[config.mk]
export PLATFORM = sky130hd
export DESIGN_NAME = fmul_arbiter
export DESIGN_NICKNAME = d
export VERILOG_FILES = /design/src/rtl/fmul_arbiter.sv
export SDC_FILE = /design/constraint.sdc
export NUM_CORES = 1
export LEC_CHECK = 0
export ABC_AREA = 1
export ABC_CLOCK_PERIOD_IN_PS = 1600
export BUFFER_PORTS_ARGS = -buffer_cell sky130_fd_sc_hd__buf_2
export CAP_MARGIN = 25
export CORE_AREA = 2 2 102 104
export CTS_BUF_LIST = sky130_fd_sc_hd__clkbuf_8
export DETAILED_ROUTE_END_ITERATION = 7
export DIE_AREA = 0 0 104 106
export GPL_ROUTABILITY_DRIVEN = 0
export SLEW_MARGIN = 20
export SYNTH_ARGS = -nofsm -noshare
export SYNTH_HDL_FRONTEND = slang
export SYNTH_SLANG_ARGS = --single-unit
[constraint.sdc]
create_clock -name clk -period 1.6 [get_ports clk]
set_clock_uncertainty 0.2 [all_clocks]
set_input_delay 0.08 -clock clk [delete_from_list [all_inputs] [get_ports clk]]
set_output_delay 0.08 -clock clk [all_outputs]
set_load 0.01 [all_outputs]
[src/rtl/fmul_arbiter.sv]
// fmul_arbiter: round-robin sharing of one pipelined fmul among NREQ requesters.
// Each issue is tagged with its requester id; the tag travels alongside the
// multiplier pipeline so the result is steered back to its issuer.
module fmul_arbiter #(
  parameter int unsigned NREQ     = 2,
  parameter int unsigned FMUL_LAT = 1,
  parameter int unsigned IDW      = (NREQ > 1) ? $clog2(NREQ) : 1
) (
  input  logic                 clk,
  input  logic                 rstn,
  input  logic [NREQ-1:0]      req_valid,
  output logic [NREQ-1:0]      req_ready,
  input  logic [NREQ*32-1:0]   req_x1,
  input  logic [NREQ*32-1:0]   req_x2,
  output logic [NREQ-1:0]      resp_valid,
  output logic [31:0]          resp_y,
  output logic [31:0]          fmul_x1,
  output logic [31:0]          fmul_x2,
  input  logic [31:0]          fmul_y,
  output logic                 busy
);

  localparam int unsigned DW = 32;
  localparam int unsigned CW = IDW + 1;

  logic [IDW-1:0]                rr_ptr;
  logic                          grant_any;
  logic [IDW-1:0]                grant_id;
  logic [NREQ-1:0]               grant;
  logic [CW-1:0]                 cand;
  logic [FMUL_LAT-1:0]           tag_vld;
  logic [FMUL_LAT-1:0][IDW-1:0]  tag_id;

  // Round-robin search starting at rr_ptr; nothing is granted while in reset.
  always_comb begin
    grant_any = 1'b0;
    grant_id  = '0;
    grant     = '0;
    cand      = '0;
    if (rstn) begin
      for (int k = 0; k < NREQ; k++) begin
        cand = {1'b0, rr_ptr} + CW'(k);
        if (cand >= CW'(NREQ)) cand = cand - CW'(NREQ);
        for (int i = 0; i < NREQ; i++) begin
          if (!grant_any && (cand == CW'(i)) && req_valid[i]) begin
            grant_any = 1'b1;
            grant_id  = IDW'(i);
            grant[i]  = 1'b1;
          end
        end
      end
    end
  end

  assign req_ready = grant;

  // Steer the granted operand pair onto the multiplier; idle slot drives zero.
  always_comb begin
    fmul_x1 = '0;
    fmul_x2 = '0;
    for (int i = 0; i < NREQ; i++) begin
      if (grant[i]) begin
        fmul_x1 = req_x1[DW*i +: DW];
        fmul_x2 = req_x2[DW*i +: DW];
      end
    end
  end

  // Pointer moves just past the last winner; holds when the slot is idle.
  always_ff @(posedge clk or negedge rstn) begin
    if (!rstn) begin
      rr_ptr <= '0;
    end else if (grant_any) begin
      rr_ptr <= (grant_id == IDW'(NREQ - 1)) ? '0 : grant_id + IDW'(1);
    end
  end

  // Tag pipe mirrors the multiplier latency; shifts every cycle.
  always_ff @(posedge clk or negedge rstn) begin
    if (!rstn) begin
      tag_vld <= '0;
      tag_id  <= '0;
    end else begin
      tag_vld[0] <= grant_any;
      tag_id[0]  <= grant_id;
      for (int s = 1; s < FMUL_LAT; s++) begin
        tag_vld[s] <= tag_vld[s-1];
        tag_id[s]  <= tag_id[s-1];
      end
    end
  end

  // Decode the returning tag into a one-hot response strobe.
  always_comb begin
    resp_valid = '0;
    for (int j = 0; j < NREQ; j++) begin
      resp_valid[j] = tag_vld[FMUL_LAT-1] && (tag_id[FMUL_LAT-1] == IDW'(j));
    end
  end

  assign resp_y = fmul_y;
  assign busy   = |tag_vld;

endmodule

==> results of run 1 <==
## cells in the final DEF, fill, tap and decap left out, types with 2 or more instances in the layout
cell and count:
buf_2 194, inv_2 2, inv_1 4, buf_4 2, a21oi_1 2, nand3_2 24
clkbuf_16 3, nand2_1 66, nand2_2 4, dfrtp_1 2, nand3_1 105, buf_12 8
buf_6 5, clkbuf_8 3, dlygate4sd3_1 35
## metal layers
metal | global-route usage (%) | routed length [um] | up-vias
met1 | 12.1 | 2900 | 1189
met2 | 22.3 | 4150 | 169
met3 | 2.08 | 584 | 8
li1 | - | - | 1272
met4 | 1.25 | 41 | 0
met5 | 0 | 0 | -
## final cells by class
cell class / count / area, um2
Timing Repair Buffer: 247 / 1630
Inverter: 6 / 25.0
Fill cell: 1102 / 6970
Clock buffer: 3 / 41.3
Multi-Input combinational cell: 204 / 1080
Sequential cell: 3 / 76.3
Clock inverter: 1 / 3.75
Tap cell: 136 / 170
## worst paths after layout
check | start | end | slack (ns)
max in group asynchronous | rstn | rr_ptr | 0.98
worst max-delay path | rr_ptr | fmul_x2[20] | 0.009
worst min register to register | rr_ptr | rr_ptr | 0.40
worst min-delay path | rstn | rr_ptr | 0.01
min in group asynchronous | rstn | tag_id | 0.06
worst max register to register | rr_ptr | tag_id | 0.11
## tightest hold or removal path: stages
cell and delay (ns):
buf_2 0.11, nand2_2 0.08, nand3_1 0.07, nand2_1 0.05
## registers in the layout, summed over array words and instances, names as in the netlist
name,cells
busy,1
rr_ptr,1
tag_id,1
## power breakdown
part	switching [uW]	internal, uW	leakage [uW]	total [uW]
registers	8.11	83.7	0.0000364	91.9
logic	468	431	0.00175	899
clock network	50.2	163	0.0000269	214
## repair_timing
item	CTS	global route
hold buffers	35	0
hold endpoints to repair	37	0
setup endpoints to repair	34	64
resized for setup	4	33
cloned	0	3
setup buffers	0	1
pin swaps	0	1
## cells by family after synthesis
logic type      Yosys count  share of synthesized area (%)
simple gates            202                           64.9
buf+inv                  64                           29.5
flops                     3                           5.00
compound gates            2                          0.666
## metrics by stage
step | utilization, % | hold slack, ns | instance area, um2 | cells
after global placement | 23.9 | -0.305 | 2390 | 557
after CTS | 28.0 | 0.00993 | 2800 | 596
after floorplan | - | -0.416 | 1500 | 271
after detailed placement | 23.9 | -0.301 | 2390 | 557
final | 30.3 | 0.0149 | 3030 | 600
after global routing | 30.3 | 0.0470 | 3030 | 600
==> flow_metrics.env, run 1 <==
export IMPL_netlist_top_cells_count="119 x nand3_1, 70 x nand2_1, 34 x buf_4, 17 x buf_2, 10 x nand3_2"
export IMPL_yosysWarnings=0
export IMPL_syn_area_mm2=0.00150
export IMPL_globalRouteTotalUtil_pct=11.0
export IMPL_path_class="flip-flop to output port"
export IMPL_crit_family="flip-flops"
export IMPL_syn_nets=435
export IMPL_ff2ff_path_depth=3
export IMPL_slowest_delay_ns=0.44
export IMPL_setup_viol=0
export IMPL_cp_buffers_inverters=3
export IMPL_end_kind="output port"
export IMPL_place_ws_ns=0.113
export IMPL_numCtsBuffers=3
export IMPL_drive_gt1_share_pct=53.7
export IMPL_rsz0062_at_grt="yes"
export IMPL_vias=2638
export IMPL_yosys_area_top_type="nand3_1"
export IMPL_layout_nets=629
export IMPL_ios=265
export IMPL_core_mm2=0.0100
export IMPL_dr_pass1_iters=4
export IMPL_dp_hpwl_mm=5.25
export IMPL_portBuffers=200
export IMPL_fmax_ghz=0.629
export IMPL_fin_tns_setup_ns=0
export IMPL_p_leak_uw=0.00181
export IMPL_ys_ff_latch=3
export IMPL_power_uw=1200
export IMPL_drv_slew=0
export IMPL_wirelength_mm=7.67
export IMPL_initial_core_util_pct=15.0
export IMPL_synth_edff_count=0
export IMPL_drt_iter0_markers=122
export IMPL_hold_viol_final=0
export IMPL_area_growth_pct=101
export IMPL_wl_per_cell_um=12.8
export IMPL_num_antenna_cells=0
export IMPL_grt_pass1_vias=2341
export IMPL_crit_path_cell_trace="inv_4 -> nand2_8 -> clkbuf_16 -> nand3_1 -> nand2_1 -> buf_2"
export IMPL_synth_area_top_cells="nand3_1 40%, nand2_1 17%, buf_4 17%"
export IMPL_rows=37
export IMPL_outcome="completed"
export IMPL_yosysTopAreaCellShare_pct=39.6
export IMPL_cts_max_path_buffers=2
export IMPL_crit_cells=6
export IMPL_yosysSeqAreaShare_pct=5.00
export IMPL_antenna_found_initial=0
export IMPL_slowest_stage="dfrtp_2"
export IMPL_cts_sinks=3
export IMPL_clkTransAtPathRegs_ns=0.03
export IMPL_path_max_fanout=16
export IMPL_cts_tree="done"
export IMPL_route_detailed_drc=0
export IMPL_dieWidth_um=104
export IMPL_slew_headroom_pct=88.2
export IMPL_die_area_mm2=0.0110
export IMPL_grt_max_degree=42
export IMPL_peakVddDrop_mv=0.244
export IMPL_insertion_delay_ns=0.21
export IMPL_grt_pass1_wl_mm=10.4
export IMPL_overflow=0
export IMPL_ys_flop_type="dfrtp_1"
export IMPL_cp_arrival_ns=1.31
export IMPL_postLayoutSetupSlackWorst_ns=0.00948
export IMPL_powerDensity_mw_per_mm2=398
export IMPL_tightest_slew_ns=0.177
export IMPL_hold_path_class="input pin to flip-flop"
export IMPL_die_y_um=106
export IMPL_fin_crit_sh_pct=99.4
export IMPL_fin_crit_ns=1.59
export IMPL_crit_path_start_kind="flip-flop"
export IMPL_required_ns=1.32
export IMPL_cap_violations=0
export IMPL_drt_vias_per_instance=4.40
export IMPL_hold_depth=4
export IMPL_synth_avg_cell_area_um2=5.54
export IMPL_synth_cell_type_count=14
export IMPL_synth_most_common_cell="nand3_1"
export IMPL_synth_cells=271
export IMPL_cts_root_buffer="clkbuf_8"
export IMPL_final_antenna_net_count=0
export IMPL_synth_async_reset_ratio_pct=100
export IMPL_h_tree_depth=1
(Power assumes the default switching activity.)
==> run 2: changes to the inputs <==
--- a/config.mk
+++ b/config.mk
@@ -14,6 +14,8 @@
 export DETAILED_ROUTE_END_ITERATION = 7
 export DIE_AREA = 0 0 104 106
 export GPL_ROUTABILITY_DRIVEN = 0
+export MAX_ROUTING_LAYER = met4
+export PLACE_DENSITY = 0.48
 export SLEW_MARGIN = 20
 export SYNTH_ARGS = -nofsm -noshare
 export SYNTH_HDL_FRONTEND = slang
==> run 2 against run 1 <==
  * Routed wire length rose by 1.9%
  * The run now ends with negative setup slack left
  * Cell area fell by 0.66%
  * First-iteration DRC count rose by 27%
  * Hold slack improved by 0.024 ns
  * Maximum frequency fell by 0.66%
  * Worst setup slack got worse by 0.011 ns
  * Sequential power fell by 3.5%
  * Sequential share of layout area barely moved
  * Sequential cell count did not move
  * Non-clock buffer count rose by 1
  * Combinational power fell by 0.7%
  * Via count fell by 1.0%
==> flow_metrics.env, run 2 (synthesized netlist as in run 1, its figures left out) <==
export IMPL_n_fill_cell=1113
export IMPL_path_class="flip-flop to output port"
export IMPL_dr_wl_met3_um=507
export IMPL_globalRouteTotalUtil_pct=12.0
export IMPL_layout_nets=630
export IMPL_rsz0062_at_grt="yes"
export IMPL_multi_input_area_mm2=0.00109
export IMPL_area_growth_pct=100
export IMPL_cts_max_path_buffers=2
export IMPL_combPwrFrac_pct=74.6
export IMPL_final_antenna_net_count=0
export IMPL_fin_crit_ns=1.60
export IMPL_num_antenna_cells=0
export IMPL_slew_headroom_pct=88.4
export IMPL_whs_ns=0.0386
export IMPL_route_detailed_drc=0
export IMPL_mostFrequentLayoutCells="200 x buf_2, 102 x nand3_1, 69 x nand2_1"
export IMPL_p_leak_uw=0.00181
export IMPL_slowest_stage="dfrtp_1"
export IMPL_wirelength_mm=7.82
export IMPL_crit_family="buffers and inverters"
export IMPL_layout_commonest_cell="buf_2"
export IMPL_internal_power_uw=671
export IMPL_tightest_slew_ns=0.175
export IMPL_critical_path_startpoint="rr_ptr"
export IMPL_powerDensity_mw_per_mm2=398
export IMPL_postLayoutSetupSlackWorst_ns=-0.00103
export IMPL_cp_arrival_ns=1.32
export IMPL_dr_pass1_iters=4
export IMPL_setup_viol=1
export IMPL_cts_root_buffer="clkbuf_8"
export IMPL_drt_iter0_markers=155
export IMPL_clkTransAtPathRegs_ns=0.03
export IMPL_cap_violations=0
export IMPL_h_tree_depth=1
export IMPL_grt_pass1_vias=2454
export IMPL_end_kind="output port"
export IMPL_r2r_slack_ns=0.12
export IMPL_hold_viol_final=0
export IMPL_peakVddDrop_mv=0.175
export IMPL_p_switching_uw=527
export IMPL_overflow=0
export IMPL_numCtsBuffers=3
export IMPL_cp_buffers_inverters=3
export IMPL_fmax_ghz=0.625
export IMPL_switching_share_pct=44.0
export IMPL_drv_slew=0
export IMPL_fin_crit_sh_pct=100
export IMPL_grt_max_degree=35
export IMPL_p_clk_share_pct=18.0
export IMPL_register_area_um2=75.1
export IMPL_outcome="complete, but fails checks"
export IMPL_crit_cells=6
export IMPL_initial_core_util_pct=15.0
export IMPL_crit_path_start_kind="flip-flop"
export IMPL_cp_endpoint="fmul_x1[29]"
export IMPL_die_y_um=106
export IMPL_dp_hpwl_mm=5.19
export IMPL_wl_met2_mm=4.40
export IMPL_r2r_end="tag_id"
export IMPL_cts_tree="done"
export IMPL_die_area_mm2=0.0110
export IMPL_antenna_found_initial=0
export IMPL_ios=265
export IMPL_highest_layer="met4"
export IMPL_portBuffers=200
export IMPL_vias=2611
export IMPL_power_frac_seq_pct=7.4
export IMPL_ff2ff_path_depth=3
export IMPL_violations="negative setup slack"
export IMPL_core_mm2=0.0100
export IMPL_min_from="req_valid[1]"
export IMPL_fin_util_pct=30.1
export IMPL_path_max_fanout=15
export IMPL_insertion_delay_ns=0.22
export IMPL_required_ns=1.32
export IMPL_wl_per_cell_um=13.0
export IMPL_crit_path_cell_trace="inv_2 -> nand2_8 -> buf_12 -> nand3_1 -> nand2_1 -> buf_2"
export IMPL_dieWidth_um=104
export IMPL_drive_gt1_share_pct=53.5
export IMPL_drt_vias_per_instance=4.34
export IMPL_grt_pass1_wl_mm=11.0
export IMPL_cts_sinks=3
export IMPL_hold_path_class="input pin to flip-flop"
export IMPL_drt_met1_wl_mm=2.87
export IMPL_slowest_delay_ns=0.40
export IMPL_rows=37
export IMPL_r2r_start="rr_ptr"
[run 2: timing repair]
action                                 in CTS  in global routing
gates resized for setup                     2                 21
hold buffers                               35                  0
cloned                                      0                  5
buffers inserted                            0                  0
setup endpoints to repair                  30                 63
endpoints found under the hold margin      37                  0
[run 2: layout make-up]
class / count / area share, %
Inverter: 6 / 0.749
Multi-Input combinational cell: 204 / 36.1
Tap cell: 136 / 5.66
Sequential cell: 3 / 2.50
Clock inverter: 1 / 0.125
Timing Repair Buffer: 248 / 53.5
Clock buffer: 3 / 1.37
[run 2: metrics by stage]
step	TNS [ns]	area, um2	setup WS (ns)	instances	total power [uW]
after floorplan	0	1500	0.328	271	518
after global placement	0	2400	0.154	557	783
after detailed placement	0	2400	0.143	557	792
after CTS	0	2810	0.00421	596	1120
after global routing	-1.71	3010	-0.0542	601	1290
final	-0.00103	3010	-0.00103	601	1200
[run 2: per-layer routing]
layer / GRT usage [%] / vias up
li1: - / 1270
met1: 11.4 / 1182
met2: 25.6 / 155
met3: 1.23 / 4
met4: 2.51 / 0
met5: - / -
[run 2: tightest hold or removal path: stages]
cell     delay, ns
buf_2         0.10
nand2_1       0.12
nand2_1       0.11
[run 2: how the worst min path moves through the flow]
stage / to / slack, ns / cells after the start
floorplan: busy / -0.42 / 0
global placement: rr_ptr / -0.31 / 1
detailed placement: busy / -0.30 / 1
CTS: busy / 0.03 / 3
global route: busy / 0.06 / 3
finish: busy / 0.04 / 3
[run 2: power groups by stage]
| stage | sequential [uW] | combinational [uW] | clock (uW) |
|---|---|---|---|
| final | 88.7 | 893 | 216 |
| after global routing | 89.3 | 971 | 230 |
| after CTS | 88.1 | 804 | 224 |
| after detailed placement | 88.8 | 703 | 0 |
| after global placement | 88.8 | 694 | 0 |
| after floorplan | 88.6 | 429 | 0 |
